<file path="src/rtl/mem_port_arb_pkg.sv">
// Shared encodings for the external memory port arbiter: FSM states, access sizes, sources.
// Also holds the helper that decodes ME size flags into an ext_size code.
package mem_port_arb_pkg;

    typedef enum logic [1:0] {
        ARB_IDLE    = 2'd0,
        ARB_HOLD_ME = 2'd1,
        ARB_HOLD_IF = 2'd2
    } arb_state_e;

    localparam logic [1:0] SZ_BYTE = 2'b00;
    localparam logic [1:0] SZ_HALF = 2'b01;
    localparam logic [1:0] SZ_WORD = 2'b10;
    localparam logic [1:0] SZ_DBL  = 2'b11;

    localparam logic SRC_IF = 1'b0;
    localparam logic SRC_ME = 1'b1;

    // Conflicting flags resolve as double > byte > halfword.
    function automatic logic [1:0] me_size(input logic is_dbl, input logic is_byte,
                                           input logic is_half);
        logic [1:0] sz;
        if (is_dbl) begin
            sz = SZ_DBL;
        end else if (is_byte) begin
            sz = SZ_BYTE;
        end else if (is_half) begin
            sz = SZ_HALF;
        end else begin
            sz = SZ_WORD;
        end
        return sz;
    endfunction

endpackage

</file>
<file path="src/rtl/arb_timeout_cnt.sv">
// Wait-state counter for a held memory access: clear, load-to-one, increment,
// and a terminal-count flag when the count reaches TIMEOUT.
module arb_timeout_cnt #(
    parameter int unsigned TIMEOUT = 255,
    parameter int unsigned CNT_W   = 16
) (
    input  logic             clk_i,
    input  logic             rst_ni,
    input  logic             clr_i,
    input  logic             load_i,
    input  logic             en_i,
    output logic [CNT_W-1:0] cnt_o,
    output logic             tc_o
);

    localparam logic [CNT_W-1:0] TermCnt = CNT_W'(TIMEOUT);
    localparam logic [CNT_W-1:0] CntOne  = CNT_W'(1);

    logic [CNT_W-1:0] cnt_q, cnt_d;

    always_comb begin
        cnt_d = cnt_q;
        if (clr_i) begin
            cnt_d = '0;
        end else if (load_i) begin
            cnt_d = CntOne;
        end else if (en_i) begin
            cnt_d = cnt_q + CntOne;
        end
    end

    always_ff @(posedge clk_i or negedge rst_ni) begin
        if (!rst_ni) begin
            cnt_q <= '0;
        end else begin
            cnt_q <= cnt_d;
        end
    end

    assign cnt_o = cnt_q;
    assign tc_o  = (cnt_q == TermCnt);

endmodule

</file>
<file path="src/rtl/mem_port_arb.sv">
// Arbitrates the single external memory port between instruction fetch and the ME stage,
// stalls the pipeline via nWAIT until every access due this pipeline cycle has completed.
module mem_port_arb
    import mem_port_arb_pkg::*;
#(
    parameter int unsigned TIMEOUT = 255,
    parameter int unsigned CNT_W   = 16
) (
    input  logic        nGCLK,
    input  logic        nRESET,
    input  logic        if_req,
    input  logic [31:0] if_addr,
    input  logic        me_ena,
    input  logic        me_rd_wr,
    input  logic [31:0] me_addr,
    input  logic        me_byte,
    input  logic        me_halfword,
    input  logic        me_double,
    input  logic        ext_ack,
    output logic        ext_req,
    output logic [31:0] ext_addr,
    output logic        ext_rd_wr,
    output logic [1:0]  ext_size,
    output logic        ext_src,
    output logic        if_done,
    output logic        me_done,
    output logic        if_abort,
    output logic        me_abort,
    output logic        nWAIT
);

    arb_state_e state_q, state_d;
    logic       me_served_q, me_served_d;
    logic       if_served_q, if_served_d;

    logic             pend_me, pend_if;
    logic             req, src_me;
    logic             me_fin, if_fin, me_ab, if_ab;
    logic             cnt_clr, cnt_load, cnt_en, cnt_tc;
    logic [CNT_W-1:0] cnt;

    assign pend_me = me_ena & ~me_served_q;
    assign pend_if = if_req & ~if_served_q;

    arb_timeout_cnt #(
        .TIMEOUT (TIMEOUT),
        .CNT_W   (CNT_W)
    ) u_cnt (
        .clk_i  (nGCLK),
        .rst_ni (nRESET),
        .clr_i  (cnt_clr),
        .load_i (cnt_load),
        .en_i   (cnt_en),
        .cnt_o  (cnt),
        .tc_o   (cnt_tc)
    );

    always_comb begin
        state_d  = state_q;
        req      = 1'b0;
        src_me   = SRC_IF;
        me_fin   = 1'b0;
        if_fin   = 1'b0;
        me_ab    = 1'b0;
        if_ab    = 1'b0;
        cnt_clr  = 1'b0;
        cnt_load = 1'b0;
        cnt_en   = 1'b0;
        unique case (state_q)
            ARB_IDLE: begin
                // Combinational grant lets a zero-wait access finish in its request cycle.
                if (pend_me || pend_if) begin
                    req    = 1'b1;
                    src_me = pend_me;
                    if (ext_ack) begin
                        me_fin = pend_me;
                        if_fin = ~pend_me;
                    end else begin
                        state_d  = pend_me ? ARB_HOLD_ME : ARB_HOLD_IF;
                        cnt_load = 1'b1;
                    end
                end
            end
            ARB_HOLD_ME: begin
                if (!me_ena) begin
                    state_d = ARB_IDLE;
                    cnt_clr = 1'b1;
                end else begin
                    req    = 1'b1;
                    src_me = SRC_ME;
                    if (ext_ack) begin
                        me_fin  = 1'b1;
                        state_d = ARB_IDLE;
                        cnt_clr = 1'b1;
                    end else if (cnt_tc) begin
                        me_fin  = 1'b1;
                        me_ab   = 1'b1;
                        state_d = ARB_IDLE;
                        cnt_clr = 1'b1;
                    end else begin
                        cnt_en = 1'b1;
                    end
                end
            end
            ARB_HOLD_IF: begin
                if (!if_req) begin
                    state_d = ARB_IDLE;
                    cnt_clr = 1'b1;
                end else begin
                    req    = 1'b1;
                    src_me = SRC_IF;
                    if (ext_ack) begin
                        if_fin  = 1'b1;
                        state_d = ARB_IDLE;
                        cnt_clr = 1'b1;
                    end else if (cnt_tc) begin
                        if_fin  = 1'b1;
                        if_ab   = 1'b1;
                        state_d = ARB_IDLE;
                        cnt_clr = 1'b1;
                    end else begin
                        cnt_en = 1'b1;
                    end
                end
            end
            default: begin
                state_d = ARB_IDLE;
                cnt_clr = 1'b1;
            end
        endcase
    end

    // Reset gates the handshake outputs so a live request cannot leak onto the port.
    assign ext_req  = req & nRESET;
    assign me_done  = me_fin & nRESET;
    assign if_done  = if_fin & nRESET;
    assign me_abort = me_ab & nRESET;
    assign if_abort = if_ab & nRESET;

    always_comb begin
        ext_addr  = '0;
        ext_src   = SRC_IF;
        ext_rd_wr = 1'b1;
        ext_size  = SZ_WORD;
        if (ext_req) begin
            ext_src = src_me;
            if (src_me) begin
                ext_addr  = me_addr;
                ext_rd_wr = me_rd_wr;
                ext_size  = me_size(me_double, me_byte, me_halfword);
            end else begin
                ext_addr = if_addr;
            end
        end
    end

    assign nWAIT = ~((if_req & ~if_served_q & ~if_done) | (me_ena & ~me_served_q & ~me_done));

    // A released pipeline edge starts a new pipeline cycle; clear beats set.
    always_comb begin
        me_served_d = 1'b0;
        if_served_d = 1'b0;
        if (!nWAIT) begin
            me_served_d = me_served_q | me_done;
            if_served_d = if_served_q | if_done;
        end
    end

    always_ff @(posedge nGCLK or negedge nRESET) begin
        if (!nRESET) begin
            state_q     <= ARB_IDLE;
            me_served_q <= 1'b0;
            if_served_q <= 1'b0;
        end else begin
            state_q     <= state_d;
            me_served_q <= me_served_d;
            if_served_q <= if_served_d;
        end
    end

endmodule
</file>
<file path="config.mk">
export PLATFORM = sky130hd
export DESIGN_NAME = mem_port_arb
export DESIGN_NICKNAME = d
export VERILOG_FILES = /design/src/rtl/mem_port_arb_pkg.sv /design/src/rtl/arb_timeout_cnt.sv /design/src/rtl/mem_port_arb.sv
export SDC_FILE = /design/constraint.sdc
export NUM_CORES = 1
export LEC_CHECK = 0
export ABC_CLOCK_PERIOD_IN_PS = 1970
export CORE_ASPECT_RATIO = 1.4
export CORE_MARGIN = 2
export CORE_UTILIZATION = 35
export CTS_BUF_LIST = sky130_fd_sc_hd__clkbuf_8
export CTS_CLUSTER_DIAMETER = 30
export DETAILED_ROUTE_END_ITERATION = 8
export PLACE_DENSITY_LB_ADDON = 0.1
export SETUP_SLACK_MARGIN = 0.3
export SYNTH_ARGS = -nofsm -noshare
export SYNTH_HDL_FRONTEND = slang
export SYNTH_SLANG_ARGS = --single-unit
</file>
<file path="constraint.sdc">
create_clock -name nGCLK -period 1.97 [get_ports nGCLK]
set_input_delay 0.394 -clock nGCLK [delete_from_list [all_inputs] [get_ports nGCLK]]
set_output_delay 0.394 -clock nGCLK [all_outputs]
set_load 0.01 [all_outputs]
</file>
==> key figures <==
CTS
  • Clock buffer depth: 2
  • CTS Buf Count: 3
  • Worst-path clk slew: roughly 0.07 ns
  • CTS tree: built
  • Root Driver: clkbuf_8
  • Clk_lat worst skew: approximately 0.26 ns
  • Clock Sinks: 20
  • H-tree depth: 1

Power and ir drop
  • Pwr/cell area: around 1200 mW/mm^2
  • Lkg Pwr: 2.23 nW
  • Peak supply drop: 0.944 mV

Logic synthesis
  • Post-synth ARST share: 100%
  • Post-synthesis sequential area ratio: around 27%
  • Yosys top cell area share: 27.2%
  • Avg Cell Area, Syn: between 6 and 7 um^2
  • Synthesized net count: between 300 and 400
  • Most common cell in the netlist: nand2_1
  • Yosys warning count: 0
  • Distinct cells, synth: 44
  • Post-synth top area cell: dfrtp_1
  • Synth Register Bits: 20
  • Most used DFF post-synth: dfrtp_1
  • Gate Count Post-Synth: 264
  • Post-synth top cells: 80 x nand2_1, 40 x a21oi_1, 21 x nor2_1
  • EDFF count, synth: 0
  • Top area cells in the synthesized netlist: dfrtp_1 27%, nand2_1 16%, a21oi_1 11%
  • Mapped cell area: 0.00184 mm^2

Die
  • Initial core utilization: ~36%
  • Num rows: 31
  • Die W: between 60 and 70 um
  • Die Area: just under 0.006 mm^2
  • I/O pins: 115
  • Die Y: 89.9 um
  • Core area: between 0.005 and 0.006 mm^2

Worst setup path
  • WS Path Type: reg2out
  • Crit path required time: between 1.5 and 2 ns
  • Startpoint Class: register
  • Crit Path Max Fanout: 5
  • R2r startpoint: state_q[1]
  • End of the critical path: ext_addr[12]
  • Critical Path Max Stage Delay: 0.41 ns
  • Worst r2r path cells: 10
  • CP Launch Point: state_q[1]
  • Crit path capture type: output pin
  • CP Cell Sequence: inv_2, ha_4, inv_4, nor2_4, o21a_4, buf_12, buf_16, buf_6, nand2_2, a21oi_2, buf_2
  • Critical path's slowest cell: dfrtp_1
  • Critical R2R Capture: u_cnt.cnt_o[15]
  • Reg2Reg Setup Slack: -0.28 ns
  • Worst Path Arrival: ~2.2 ns

Min path
  • HP Class: in2async

Global routing
  • Grt total ovfl: 0
  • Largest net degree at the start of global routing: 21
  • First-pass GRT wire length: approximately 14 mm
  • Initial antenna violation count: 0
  • Vias in the first global route: 2959
  • GRT Total Usage: 30.8%

Timing
  • Fin. Hold Viols: 0
  • FMAX: 389 MHz
  • Slew at the pin with the worst max-slew slack: between 0.4 and 0.5 ns
  • # setup viols final: between 50 and 60
  • Period minus WS final: 2.57 ns
  • Tcrit/Tclk final: 131%
  • Post-route worst setup slack: -0.603 ns
  • Final Max Slew Viols: 0
  • Clock Skew: approximately 0.0047 ns
  • Unrepaired setup endpoints after global routing: true
  • Slew HR: 71.7%

Drt
  • DR vias: about 3400
  • Final WL: between 10 and 15 mm
  • Via-to-Cell Ratio: 6.10
  • Drt pass-1 iters: 5
  • Post-route ant nets: 0
  • DRC: 0
  • Wire per inst: 25.5 um
  • Starting DRT DRC Count: between 200 and 250

Finish
  • P&R area growth vs syn: 168%
  • Final net count: between 500 and 600
  • Fin cells: 550
  • Antenna cells: 0
  • Layout cells sized above 1: around two thirds

Placement
  • GP Congestion: slightly above 0.9
  • Place WS: -0.929 ns
  • I/O Buffers: 114
  • Final HPWL DP: about 5.7 mm
  • Placed cell count: just under 500

Outcome
  • Run status: finished, violations left
  • Failing checks: negative setup slack

Flow run
  • Max-cap viol count: 0
[what timing repair did]
| action | CTS | global route |
|---|---|---|
| resized for setup | 291 | 84 |
| gates cloned | 5 | 2 |
| setup endpoints to repair | 62 | 62 |
| pin swaps | 54 | 45 |
| hold buffers | 0 | 0 |
| setup buffers | 31 | 22 |
[routing by layer]
layer  up-vias  GRT usage (%)  share of wire, %
met5         -              0                 0
li1       1338              -                 -
met1      1550           30.6                31
met4         0           11.8                11
met2       316           59.7                48
met3       152           6.13                10
[per-stage QoR]
| step | hold WS (ns) | instance area, um^2 | util (%) | power, mW | setup TNS (ns) |
|---|---|---|---|---|---|
| finish | 0.626 | 4940 | 96.4 | 5.99 | -17.45 |
| global route | 0.620 | 4940 | 96.4 | 6.17 | -20.69 |
| CTS | 0.598 | 4310 | 84.3 | 4.70 | -12.66 |
| detailed placement | 0.578 | 3640 | 71.2 | 3.21 | -33.75 |
| global placement | 0.542 | 3640 | 71.2 | 3.18 | -33.60 |
| floorplan | 0.0984 | 2120 | - | 2.08 | -0.284 |
[kinds of logic (layout without fill, tap and decap cells)]
kind of cell,Yosys count,in the layout,synth area share (%)
buffers and inverters,22,242,5.91
AND/OR/NAND/NOR,144,144,37.1
XOR/XNOR,15,15,7.13
flip-flops,20,20,27.2
AO/OA/AOI/OAI,56,56,18.1
adder cells (fa/ha/maj),5,5,3.39
multiplexers,2,2,1.15
[sequential cells by signal, indices dropped and copies added (netlist names)]
register and count:
u_cnt.cnt_o 16, if_served_q 1, state_q 2, me_served_q 1
[how the worst min path moves through the flow]
stage                            to
floorplan               if_served_q
global placement    u_cnt.cnt_o[15]
detailed placement      if_served_q
CTS                     if_served_q
global route             state_q[0]
finish                   state_q[0]
[critical path: cells and delay by family, from the launching register on]
| family | cells | cell delay (ns) |
|---|---|---|
| simple gates | 2 | 0.17 |
| compound gates | 2 | 0.45 |
| flops | 1 | 0.41 |
| fa+ha+maj | 1 | 0.18 |
| buf+inv | 6 | 0.72 |
[cell type report]
class	count	area [um^2]
multi-input cells	222	2020
fillers	96	184
clock buffers	3	41.3
inverters	6	27.5
repair buffers	233	2260
well taps	66	82.6
flip-flops and latches	20	500
[report_power, final]
| group | internal (mW) | switching, mW |
|---|---|---|
| registers | 0.453 | 0.0381 |
| clock network | 0.136 | 0.132 |
| logic | 2.67 | 2.56 |
[placed cells by master (no fill, tap or decap), types with 6 or more instances in the layout]
cell type	count
buf_4	62
clkdlybuf4s50_1	70
buf_6	43
nor2_2	6
nand2_2	30
dfrtp_1	20
nand2_4	21
nand2_1	29
buf_2	36
a21oi_2	35
nor2_4	17
nor2_1	8
buf_12	7
No activity file was read; power rests on OpenSTA's default activity.
